### config.mk
export PLATFORM = sky130hd
export DESIGN_NAME = tinyalu_arbiter
export DESIGN_NICKNAME = d
export VERILOG_FILES = /design/src/rtl/tinyalu_arbiter.sv
export SDC_FILE = /design/constraint.sdc
export NUM_CORES = 1
export LEC_CHECK = 0
export CORE_MARGIN = 5
export CORE_UTILIZATION = 40
export CTS_CLUSTER_DIAMETER = 80
export DETAILED_ROUTE_END_ITERATION = 12
export PLACE_DENSITY = 0.78
export RECOVER_POWER = 100
export SYNTH_ARGS = -nofsm -noshare
export SYNTH_HDL_FRONTEND = slang
export SYNTH_SLANG_ARGS = --single-unit
### constraint.sdc
create_clock -name clk -period 2.27 [get_ports clk]
set_input_delay 0.454 -clock clk [delete_from_list [all_inputs] [get_ports clk]]
set_output_delay 0.454 -clock clk [all_outputs]
set_load 0.03 [all_outputs]
### src/rtl/tinyalu_arbiter.sv
// rtl/tinyalu_arbiter.sv - round-robin command arbiter and sequencer for one TinyALU
// Serialises requests onto the ALU, holds start until done, and returns tagged results.
module tinyalu_arbiter #(
  parameter int NUM_REQ    = 2,
  parameter int ID_W       = 1,
  parameter int TIMEOUT    = 16,
  parameter int GAP_CYCLES = 4
) (
  input  logic                 clk,
  input  logic                 reset,
  input  logic [NUM_REQ-1:0]   req_valid,
  output logic [NUM_REQ-1:0]   req_ready,
  input  logic [8*NUM_REQ-1:0] req_a,
  input  logic [8*NUM_REQ-1:0] req_b,
  input  logic [3*NUM_REQ-1:0] req_op,
  output logic                 rsp_valid,
  input  logic                 rsp_ready,
  output logic [ID_W-1:0]      rsp_id,
  output logic [15:0]          rsp_result,
  output logic                 rsp_err,
  output logic [7:0]           alu_a,
  output logic [7:0]           alu_b,
  output logic [2:0]           alu_op,
  output logic                 alu_start,
  input  logic                 alu_done,
  input  logic [15:0]          alu_result,
  output logic                 busy
);

  typedef enum logic [1:0] {IDLE, ISSUE, RESP, GAP} state_t;

  state_t          state, state_nxt;
  logic [ID_W-1:0] rr_ptr, grant_id, next_ptr;
  logic            grant_found, accept, used_alu, timeout_hit;
  logic [7:0]      g_a, g_b, cnt;
  logic [2:0]      g_op;

  // Scan offsets from rr_ptr so the first hit is the lowest index at or after it, wrapping.
  always_comb begin
    grant_found = 1'b0;
    grant_id    = '0;
    g_a         = '0;
    g_b         = '0;
    g_op        = '0;
    req_ready   = '0;
    for (int off = 0; off < NUM_REQ; off++) begin
      for (int j = 0; j < NUM_REQ; j++) begin
        if (!grant_found && req_valid[j] &&
            (int'(rr_ptr) + off == j || int'(rr_ptr) + off == j + NUM_REQ)) begin
          grant_found  = 1'b1;
          grant_id     = ID_W'(j);
          g_a          = req_a[8*j +: 8];
          g_b          = req_b[8*j +: 8];
          g_op         = req_op[3*j +: 3];
          req_ready[j] = (state == IDLE) && !reset;
        end
      end
    end
  end

  assign accept      = (state == IDLE) && grant_found && !reset;
  assign next_ptr    = (grant_id == ID_W'(NUM_REQ - 1)) ? '0 : grant_id + ID_W'(1);
  assign timeout_hit = (cnt == 8'(TIMEOUT - 1));

  assign rsp_valid = (state == RESP);
  assign alu_start = (state == ISSUE);
  assign busy      = (state != IDLE);

  always_comb begin
    state_nxt = state;
    case (state)
      IDLE:    if (accept) state_nxt = (g_op == 3'b000) ? RESP : ISSUE;
      ISSUE:   if (alu_done || timeout_hit) state_nxt = RESP;
      RESP:    if (rsp_ready) state_nxt = used_alu ? GAP : IDLE;
      GAP:     if (cnt == 8'(GAP_CYCLES - 1)) state_nxt = IDLE;
      default: state_nxt = IDLE;
    endcase
  end

  always_ff @(posedge clk) begin
    if (reset) begin
      state      <= IDLE;
      rr_ptr     <= '0;
      cnt        <= '0;
      used_alu   <= 1'b0;
      rsp_id     <= '0;
      rsp_result <= '0;
      rsp_err    <= 1'b0;
      alu_a      <= '0;
      alu_b      <= '0;
      alu_op     <= '0;
    end else begin
      state <= state_nxt;
      // One counter serves both ISSUE timeout and GAP length; it clears on every state change.
      cnt   <= ((state == ISSUE || state == GAP) && state_nxt == state) ? cnt + 8'd1 : 8'd0;
      if (accept) begin
        rsp_id   <= grant_id;
        rr_ptr   <= next_ptr;
        used_alu <= (g_op != 3'b000);
        if (g_op == 3'b000) begin
          rsp_result <= '0;
          rsp_err    <= 1'b0;
        end else begin
          alu_a  <= g_a;
          alu_b  <= g_b;
          alu_op <= g_op;
        end
      end
      if (state == ISSUE) begin
        if (alu_done) begin
          rsp_result <= alu_result;
          rsp_err    <= 1'b0;
        end else if (timeout_hit) begin
          rsp_result <= '0;
          rsp_err    <= 1'b1;
        end
      end
    end
  end

endmodule

== Yosys cells after proc, flatten, opt, wreduce, memory -nomap -nowiden ==
Index checks and enable logic that the tools add are counted.
Cells by class
  bitwise operators: 2
  add/subtract/negate cells: 3
  reductions and logical operators: 27
  equal/unequal tests: 9
  muxes and demuxes: 41
Operators with widths (count)
  16-bit 2-to-1 mux: 5
  32-bit logical NOT: 2
  8-bit 2-to-1 mux: 8
  32-bit by 2-bit equality test with 1-bit output (second input constant): 1
  32-bit by 3-bit equality test with 1-bit output (second input constant): 1
  1-bit 2-to-1 mux: 17
  2-bit 2-to-1 mux: 6
  3-bit 2-to-1 mux: 4
  1-bit logical AND: 11
  8-bit by 1-bit adder with 8-bit output (second input constant): 1
  8-bit by 2-bit equality test with 1-bit output (second input constant): 1
  8-bit by 4-bit equality test with 1-bit output (second input constant): 1
  2-bit case mux with 4 select lines: 1
  2-bit equality test (second input constant): 3
  1-bit logical NOT: 4
  1-bit logical OR: 4
  3-bit logical NOT: 1
  3-bit nonzero test: 1
  1-bit by 1-bit adder with 2-bit output (second input constant): 1
  2-bit by 1-bit equality test with 1-bit output (second input constant): 1
  2-bit equality test: 1
  2-bit logical NOT: 1
  1-bit NOT: 2
  2-bit AND reduction: 1
  other kinds (3): 3
Storage, ports and cells
  register bits after elaboration: 49
  logic and storage cells: 92

== Longest topological paths before layout ==
Gate-level depths: netlist (run 1).
  depth after elaboration: 23
  mapped depth: 8
  gate-level depth less buffers: 5

== Worst setup path after synthesis (run 1) ==
Ideal clock, no wire load.
  path type: input port to output port
  from: input port req_valid[1]
  to: output port req_ready[0]
  cell stages on the path: 5
  path slack: 0.276 ns
  data required time: 1.816 ns
  arrival: 1.540 ns
  buffers on the path: 3
  path through: buf_4 -> a21boi_1 -> buf_2 -> buf_2 -> and2_1
On the way
  word-level cells in the longest chain between the ends: 7
Ends and longest elaborated chain
  start, declared: line 11  | input logic [NUM_REQ-1:0] req_valid,
  1-bit logical AND (2 in a row): line 48  | if (!grant_found && req_valid[j] &&
  1-bit 2-to-1 mux: line 48
  1-bit logical NOT: line 48
  1-bit logical AND (2 in a row): line 48
  1-bit 2-to-1 mux: line 48
  end, declared: line 12  | output logic [NUM_REQ-1:0] req_ready,
No other way between the ends.

== Final worst setup path (run 1) ==
  from: input port req_valid[0]
  to: output port req_ready[0]
On the way
  word-level cells in the longest chain between the ends: 10
  elaborated cells between the ends (all ways): 11
  classes of those cells: 4 x mux; 7 x reduce/logical
Ends and longest elaborated chain (line)
  1-bit logical AND: 48
  1-bit 2-to-1 mux: 48
  1-bit logical NOT: 48
  1-bit logical AND (2 in a row): 48
  1-bit 2-to-1 mux: 48
  1-bit logical NOT: 48
  1-bit logical AND (2 in a row): 48
  1-bit 2-to-1 mux *: 48
Every way passes the cells marked *; elsewhere a longest branch is shown, timed or not.

==> impl_metrics.prom, run 1 <==
# TYPE chip_impl_metric gauge
chip_impl_metric{name="cts.sink_count",unit=""} 49
chip_impl_metric{name="port-buffer-count",unit=""} 101
chip_impl_metric{name="wire_length_of_the_first_global_routing_pass",unit="mm"} 9.93
chip_impl_metric{name="route.antenna.remaining_nets",unit=""} 0
chip_impl_metric{name="synth_cell_type_count",unit=""} 44
chip_impl_metric{name="powerDensity",unit="nW/um^2"} 628
chip_impl_metric{name="yosysWarnings",unit=""} 0
chip_impl_info{name="hp-class",value="reg2reg"} 1
chip_impl_metric{name="global_route_congestion_overflow_total",unit=""} 0
chip_impl_info{name="path_cells",value="clkdlybuf4s50_1 > a21boi_2 > clkbuf_2 > and2_1 > buf_4"} 1
chip_impl_metric{name="post_synth_edffs",unit=""} 0
chip_impl_metric{name="layout.filler_cells",unit=""} 473
chip_impl_metric{name="syn_inst",unit=""} 210
chip_impl_metric{name="placement_rows",unit=""} 26
chip_impl_metric{name="hold_slack",unit="ps"} 465
chip_impl_metric{name="worst_skew_pair.late_latency",unit="ps"} 300
chip_impl_metric{name="maximum_number_of_pins_on_one_net_before_global_route_repair",unit=""} 24
chip_impl_metric{name="mappedNetlistNets",unit=""} 271
chip_impl_metric{name="final.period_utilization",unit="%"} 96.4
chip_impl_info{name="top_count_cell_post_synth",value="dfxtp_1"} 1
chip_impl_metric{name="gp_congestion",unit=""} 0.780
chip_impl_metric{name="initial_antenna_violation_count",unit=""} 0
chip_impl_metric{name="final-setup-viol-count",unit=""} 0
chip_impl_metric{name="worst_slew_pin_slew",unit="ps"} 613
chip_impl_metric{name="cts_setup_buffers",unit=""} 0
chip_impl_metric{name="drt_wl_total",unit="mm"} 6.24
chip_impl_metric{name="drt_drc_violations_left",unit=""} 0
chip_impl_info{name="setup.worst_path.end_class",value="output pin"} 1
chip_impl_metric{name="cp.required",unit="ps"} 1820
chip_impl_info{name="run_status",value="completed"} 1
chip_impl_metric{name="chipWidth",unit="um"} 82.1
chip_impl_metric{name="finalNonFillerCells",unit=""} 385
chip_impl_info{name="worstSetupStartpointType",value="primary input"} 1
chip_impl_info{name="critical_path.top_delay_family",value="buffers and inverters"} 1
chip_impl_metric{name="floorplan.io_pins",unit=""} 102
chip_impl_metric{name="power.ir.vdd_worst",unit="mV"} 0.416
chip_impl_metric{name="critical_path.max_stage_delay",unit="ps"} 560
chip_impl_metric{name="numCtsBuffers",unit=""} 5
chip_impl_info{name="cts_tree",value="yes"} 1
chip_impl_metric{name="synth_sequential_area_ratio",unit="%"} 47.1
chip_impl_metric{name="ctsHoldBuffers",unit=""} 0
chip_impl_metric{name="cap_violations",unit=""} 0
chip_impl_metric{name="synthesis.area",unit="sq um"} 2080
chip_impl_metric{name="vias_in_the_first_global_route",unit=""} 2033
chip_impl_info{name="post-synth-top-area-cell",value="dfxtp_1"} 1
chip_impl_metric{name="fmaxAchievable",unit="MHz"} 457
chip_impl_metric{name="sequential_cell_area",unit="sq um"} 981
chip_impl_metric{name="antenna_cells_inserted",unit=""} 0
chip_impl_metric{name="slew_violations",unit=""} 0
chip_impl_info{name="ys_top_cells_by_area",value="dfxtp_1 (47%), a221oi_1 (14%), a32o_1 (9.1%)"} 1
chip_impl_metric{name="final_core_utilization",unit="%"} 64.2
chip_impl_metric{name="dr.pass1.iters",unit=""} 4
chip_impl_metric{name="worst-r2r-setup-slack",unit="ps"} 380
chip_impl_metric{name="start_util",unit="%"} 41.0
chip_impl_metric{name="design.final.nets",unit=""} 375
chip_impl_metric{name="die_height",unit="um"} 82.1
chip_impl_metric{name="areaGrowthSynthToFinish",unit="%"} 56.6
chip_impl_metric{name="leakage_dissipation",unit="nW"} 1.30
chip_impl_metric{name="routedWlPerCell",unit="um"} 16.2
chip_impl_metric{name="layout-drive-gt1-share",unit="%"} 8.89
chip_impl_metric{name="detailedPlacementHpwl",unit="mm"} 4.73
chip_impl_metric{name="multi_input_comb_area",unit="sq um"} 911
chip_impl_metric{name="finalClockSkew",unit="ps"} 10.2
chip_impl_metric{name="synthDominantCellAreaShare",unit="%"} 47.1
chip_impl_metric{name="clock_tree.htree_level_count",unit=""} 2
chip_impl_metric{name="slew_headroom",unit="%"} 59.0
chip_impl_info{name="synthFlopType",value="dfxtp_1"} 1
chip_impl_metric{name="coreArea",unit="sq um"} 5070
chip_impl_info{name="clk_root_buffer_cell",value="clkbuf_8"} 1
chip_impl_metric{name="routed-via-count",unit=""} 2101
chip_impl_metric{name="design_power_total",unit="W"} 0.00205
chip_impl_metric{name="worst-endpoint-arrival",unit="ps"} 1730
chip_impl_info{name="worstSetupPathType",value="in2out"} 1
chip_impl_metric{name="grtUsageTotal",unit="%"} 19.3
chip_impl_metric{name="synth_seq_cells",unit=""} 49
chip_impl_info{name="synth.top_cells.by_count",value="dfxtp_1 (49), a221oi_1 (33), inv_1 (21)"} 1
chip_impl_metric{name="post_synth.cell_area_avg",unit="sq um"} 9.91
chip_impl_metric{name="route.detailed.vias_per_inst",unit=""} 5.46
chip_impl_metric{name="hold_viol_final",unit=""} 0
chip_impl_metric{name="finalWorstPathRequiredPeriod",unit="ps"} 2190
chip_impl_metric{name="postSynth.asyncResetShare",unit="%"} 0
chip_impl_metric{name="post-place-cells",unit=""} 377
chip_impl_metric{name="timing.critical_path.buf_inv",unit=""} 3
chip_impl_metric{name="clk_path_buf_depth",unit=""} 2
chip_impl_info{name="cp_slowest_cell",value="clkdlybuf4s50_1"} 1
chip_impl_info{name="grt_setup_unrepaired",value="no"} 1
chip_impl_metric{name="critical_path.max_fanout",unit=""} 4
chip_impl_metric{name="drt_first_iter_violations",unit=""} 95
chip_impl_metric{name="clock_transition_at_path_regs",unit="ps"} 80
chip_impl_metric{name="design.die.area",unit="sq um"} 6740
timing repair:
item,CTS,global route
resized for setup,1,2
endpoints found under the hold margin,0,0
endpoints found under the setup margin,1,2
metal layers:
| layer | vias to the layer above | routed length, um | global-route usage (%) |
|---|---|---|---|
| li1 | 1016 | - | - |
| met1 | 996 | 2680 | 24.5 |
| met2 | 84 | 2830 | 29.8 |
| met3 | 5 | 657 | 8.13 |
| met4 | 0 | 70 | 5.48 |
| met5 | - | 0 | 0 |
layout by cell type (no fill, tap or decap), drive strengths merged, types with 3 or more instances in the layout:
master | synthesis | layout
a21oi | 4 | 4
dlygate4sd3 | 0 | 37
a32o | 20 | 20
buf | 9 | 14
and3 | 3 | 3
o21ai | 3 | 3
clkbuf | 12 | 13
nand2b | 3 | 3
xnor2 | 3 | 3
clkdlybuf4s50 | 0 | 60
a221oi | 33 | 33
dfxtp | 49 | 49
nor2 | 11 | 11
nand3 | 4 | 4
inv | 21 | 21
nand2 | 5 | 5
xor2 | 3 | 3
logic make-up (layout without fill, tap and decap cells):
kind of cell	count (synthesis)	in the layout	share of synthesized area (%)
DFF	49	49	47.1
AOI/OAI and AO/OA	74	74	30.5
buffers and inverters	42	147	8.96
adders and majority gates	1	1	0.601
xor gates and xnor gates	6	6	2.53
and+or+nand+nor	38	38	10.2
worst reg2reg max path, stage by stage (launching register included):
cell and delay [ps]:
dfxtp_1 390, nor3_1 260, o21ai_0 160, o32a_1 380
clkbuf_2 260, a32o_1 330
per-stage QoR:
stage / worst slack, ps / cell area (sq um) / TNS [ps]
final: 82.6 / 3260 / 0
after global routing: 19.4 / 3260 / 0
after CTS: 27.1 / 3310 / 0
after detailed placement: -42.2 / 3220 / -502
after global placement: -2.45 / 3220 / -17.3
after floorplan: 276 / 2080 / 0
where the power goes:
group	total, W	leakage, nW	switching [W]	internal, W
sequential	0.000954	0.399	0.0000345	0.000920
combinational	0.000600	0.853	0.000324	0.000276
clock	0.000491	0.0450	0.000277	0.000214
total	0.00205	1.30	0.000636	0.00141
state kept, by name (all words and copies together) (netlist names):
register,count
alu_a,8
rsp_err,1
state,2
used_alu,1
alu_op,3
rsp_id,1
cnt,8
rr_ptr,1
alu_b,8
rsp_result,16
final cells by class:
| class | count | share of cell area (%) |
|---|---|---|
| Sequential cell | 49 | 30.1 |
| Clock buffer | 6 | 2.23 |
| Tap cell | 70 | 2.69 |
| Clock inverter | 2 | 0.307 |
| Inverter | 21 | 2.42 |
| Timing Repair Buffer | 118 | 34.3 |
| Multi-Input combinational cell | 119 | 27.9 |
final timing paths:
path,startpoint,cells after the start,endpoint
worst max-delay path,req_valid[0],5,req_ready[0]
worst min-delay path,alu_a[2]$_SDFFE_PP0P_,2,alu_a[2]$_SDFFE_PP0P_
worst max register to register,state[0]$_SDFF_PP0_,5,rsp_result[5]$_SDFF_PP0_
worst min register to register,alu_a[2]$_SDFFE_PP0P_,2,alu_a[2]$_SDFFE_PP0P_
Power figures use the tool's default switching activity.
==> run 2, diff against run 1 <==
CORE_MARGIN = 1   (was 5)
SKIP_CTS_REPAIR_TIMING = 1   (was default)
==> run 2 against run 1 <==
Flip-flop and latch count unchanged. Power is 7.5% higher. Count of clock-buffer cells in the layout shrank 1. Final cell count unchanged. Die area decreased by 19%. Largest cell class unchanged. Non-clock buffer count is 3 higher. Worst hold slack improved by 6.1 ps. First-iteration DRC count grew 24%. Register-to-register slack is essentially flat.
==> impl_metrics.prom, run 2 (synthesized netlist as in run 1, its figures left out) <==
# TYPE chip_impl_metric gauge
chip_impl_metric{name="critical_path.max_fanout",unit=""} 8
chip_impl_metric{name="slew_violations",unit=""} 0
chip_impl_info{name="critical_register_to_register_path_startpoint",value="cnt[0]$_SDFF_PP0_"} 1
chip_impl_metric{name="clk_path_buf_depth",unit=""} 2
chip_impl_info{name="grt_setup_unrepaired",value="no"} 1
chip_impl_metric{name="power.ir.vdd_worst",unit="mV"} 0.549
chip_impl_metric{name="cap_violations",unit=""} 0
chip_impl_metric{name="coreArea",unit="sq um"} 4850
chip_impl_metric{name="leakage_dissipation",unit="nW"} 1.32
chip_impl_metric{name="numCtsBuffers",unit=""} 5
chip_impl_metric{name="final-setup-viol-count",unit=""} 0
chip_impl_metric{name="fmaxAchievable",unit="MHz"} 456
chip_impl_metric{name="cts.sink_count",unit=""} 49
chip_impl_metric{name="worst_r2r_path_depth",unit=""} 5
chip_impl_info{name="critical_path.top_delay_family",value="buffers and inverters"} 1
chip_impl_info{name="setup.worst_path.end_class",value="output pin"} 1
chip_impl_metric{name="hold_depth",unit=""} 1
chip_impl_metric{name="sequential_cell_area",unit="sq um"} 981
chip_impl_metric{name="worst_skew_pair.late_latency",unit="ps"} 310
chip_impl_info{name="worstSetupPathType",value="reg2out"} 1
chip_impl_metric{name="powerDensity",unit="nW/um^2"} 663
chip_impl_metric{name="finalWorstPathRequiredPeriod",unit="ps"} 2190
chip_impl_metric{name="layout-drive-gt1-share",unit="%"} 11.0
chip_impl_metric{name="largest_reg_flops",unit=""} 16
chip_impl_metric{name="post-place-cells",unit=""} 377
chip_impl_info{name="registers.top_by_ff_count",value="rsp_result"} 1
chip_impl_metric{name="globalRouteMet3Util",unit="%"} 7.05
chip_impl_metric{name="setup-tns-final",unit="ps"} 0
chip_impl_metric{name="timing.critical_path.buf_inv",unit=""} 2
chip_impl_info{name="clk_root_buffer_cell",value="clkbuf_8"} 1
chip_impl_metric{name="clock_tree.htree_level_count",unit=""} 2
chip_impl_info{name="path_cells",value="nand2b_1 > inv_1 > clkdlybuf4s50_1"} 1
chip_impl_metric{name="die_height",unit="um"} 74.1
chip_impl_metric{name="placement.cell_area",unit="sq um"} 3230
chip_impl_metric{name="antenna_cells_inserted",unit=""} 0
chip_impl_metric{name="hold_slack",unit="ps"} 471
chip_impl_metric{name="grtUsageTotal",unit="%"} 22.7
chip_impl_info{name="worstSetupStartpointType",value="flip-flop"} 1
chip_impl_metric{name="routedWlPerCell",unit="um"} 15.6
chip_impl_info{name="layout.cells.most_common_list",value="clkdlybuf4s50_1 (62), dfxtp_1 (49), dlygate4sd3_1 (37)"} 1
chip_impl_metric{name="global_route_congestion_overflow_total",unit=""} 0
chip_impl_metric{name="worst-endpoint-arrival",unit="ps"} 1740
chip_impl_info{name="cp_slowest_cell",value="clkdlybuf4s50_1"} 1
chip_impl_metric{name="areaGrowthSynthToFinish",unit="%"} 59.2
chip_impl_metric{name="wire_length_of_the_first_global_routing_pass",unit="mm"} 9.52
chip_impl_metric{name="design.final.nets",unit=""} 378
chip_impl_metric{name="design_power_total",unit="W"} 0.00220
chip_impl_metric{name="drt_drc_violations_left",unit=""} 0
chip_impl_info{name="cts_tree",value="yes"} 1
chip_impl_info{name="hp-class",value="reg2reg"} 1
chip_impl_metric{name="final.period_utilization",unit="%"} 96.5
chip_impl_metric{name="gp_congestion",unit=""} 0.790
chip_impl_metric{name="detailedPlacementHpwl",unit="mm"} 4.35
chip_impl_metric{name="initial_antenna_violation_count",unit=""} 0
chip_impl_metric{name="drt_first_iter_violations",unit=""} 118
chip_impl_metric{name="port-buffer-count",unit=""} 101
chip_impl_metric{name="layout.filler_cells",unit=""} 404
chip_impl_metric{name="finalClockSkew",unit="ps"} 6.44
chip_impl_metric{name="route.antenna.remaining_nets",unit=""} 0
chip_impl_metric{name="routed-via-count",unit=""} 2121
chip_impl_metric{name="start_util",unit="%"} 42.9
chip_impl_info{name="hold_path.startpoint",value="cnt[0]$_SDFF_PP0_"} 1
chip_impl_metric{name="cp.required",unit="ps"} 1820
chip_impl_info{name="run_status",value="completed"} 1
chip_impl_metric{name="critical_path.max_stage_delay",unit="ps"} 690
chip_impl_metric{name="placement_rows",unit=""} 25
chip_impl_metric{name="clock_transition_at_path_regs",unit="ps"} 90
chip_impl_metric{name="chipWidth",unit="um"} 74.1
chip_impl_metric{name="vias_in_the_first_global_route",unit=""} 2122
chip_impl_metric{name="finalNonFillerCells",unit=""} 385
chip_impl_metric{name="worst_slew_pin_slew",unit="ps"} 651
chip_impl_info{name="layout.cells.most_common",value="clkdlybuf4s50_1"} 1
chip_impl_metric{name="design.die.area",unit="sq um"} 5490
chip_impl_metric{name="slew_headroom",unit="%"} 56.4
chip_impl_metric{name="dr.pass1.iters",unit=""} 4
chip_impl_metric{name="grt.met2_usage",unit="%"} 36.2
chip_impl_info{name="r2r-end",value="cnt[2]$_SDFF_PP0_"} 1
chip_impl_metric{name="floorplan.io_pins",unit=""} 102
chip_impl_info{name="grt.busiest_layer",value="met2"} 1
chip_impl_metric{name="path_depth",unit=""} 3
chip_impl_info{name="hold_end",value="cnt[0]$_SDFF_PP0_"} 1
chip_impl_metric{name="route.detailed.vias_per_inst",unit=""} 5.51
chip_impl_metric{name="multi_input_comb_area",unit="sq um"} 912
chip_impl_metric{name="post-route-cell-area",unit="sq um"} 3310
chip_impl_metric{name="drt_wl_total",unit="mm"} 5.99
chip_impl_metric{name="maximum_number_of_pins_on_one_net_before_global_route_repair",unit=""} 24
chip_impl_metric{name="worst-r2r-setup-slack",unit="ps"} 370
chip_impl_metric{name="use_met1",unit="%"} 29.1
chip_impl_metric{name="hold_viol_final",unit=""} 0
run 2: metrics by stage:
| stage | worst slack [ps] | utilization, % |
|---|---|---|
| after floorplan | 276 | - |
| after global placement | -49.4 | 66.5 |
| after detailed placement | -178 | 66.5 |
| after CTS | 40.5 | 68.9 |
| after global routing | 4.87 | 68.3 |
| final | 78.3 | 68.3 |
run 2: layer usage:
| metal | up-vias | wire [um] |
|---|---|---|
| met5 | - | 0 |
| met4 | 0 | 80 |
| met3 | 7 | 488 |
| met2 | 89 | 2790 |
| met1 | 1002 | 2630 |
| li1 | 1023 | - |
run 2: final cells by class:
| type | instances | area share [%] |
|---|---|---|
| Multi-Input combinational cell | 119 | 27.5 |
| Timing Repair Buffer | 121 | 34.5 |
| Sequential cell | 49 | 29.6 |
| Clock buffer | 5 | 2.08 |
| Tap cell | 67 | 2.53 |
| Clock inverter | 3 | 1.40 |
| Inverter | 21 | 2.38 |
run 2: worst max path at each step:
stage / start / end / slack (ps)
2_1_floorplan: req_valid[1] / req_ready[0] / 280
3_3_place_gp: req_valid[0] / alu_b[6]$_SDFFE_PP0P_ / -50
3_5_place_dp: req_valid[0] / alu_b[4]$_SDFFE_PP0P_ / -180
4_1_cts: req_valid[0] / req_ready[0] / 40
5_1_grt: req_valid[0] / alu_b[4]$_SDFFE_PP0P_ / 5
6_report: state[0]$_SDFF_PP0_ / alu_start / 80
run 2: report_power, final:
group | switching (W) | internal, W | total (W)
sequential | 0.0000360 | 0.000920 | 0.000956
combinational | 0.000323 | 0.000285 | 0.000608
clock | 0.000304 | 0.000330 | 0.000634
total | 0.000663 | 0.00154 | 0.00220
run 2: worst reg2reg max path, delay by kind of cell (launching register included):
family / cells / cell delay, ps
AOI/OAI and AO/OA: 2 / 740
DFF: 1 / 380
adders and majority gates: 1 / 210
and+or+nand+nor: 2 / 440
==> run 3, diff against run 2 <==
CTS_CLUSTER_DIAMETER = 30   (was 80)
==> results of run 3 <==
No change in the layout: final DEF, timing and power equal those of run 2.
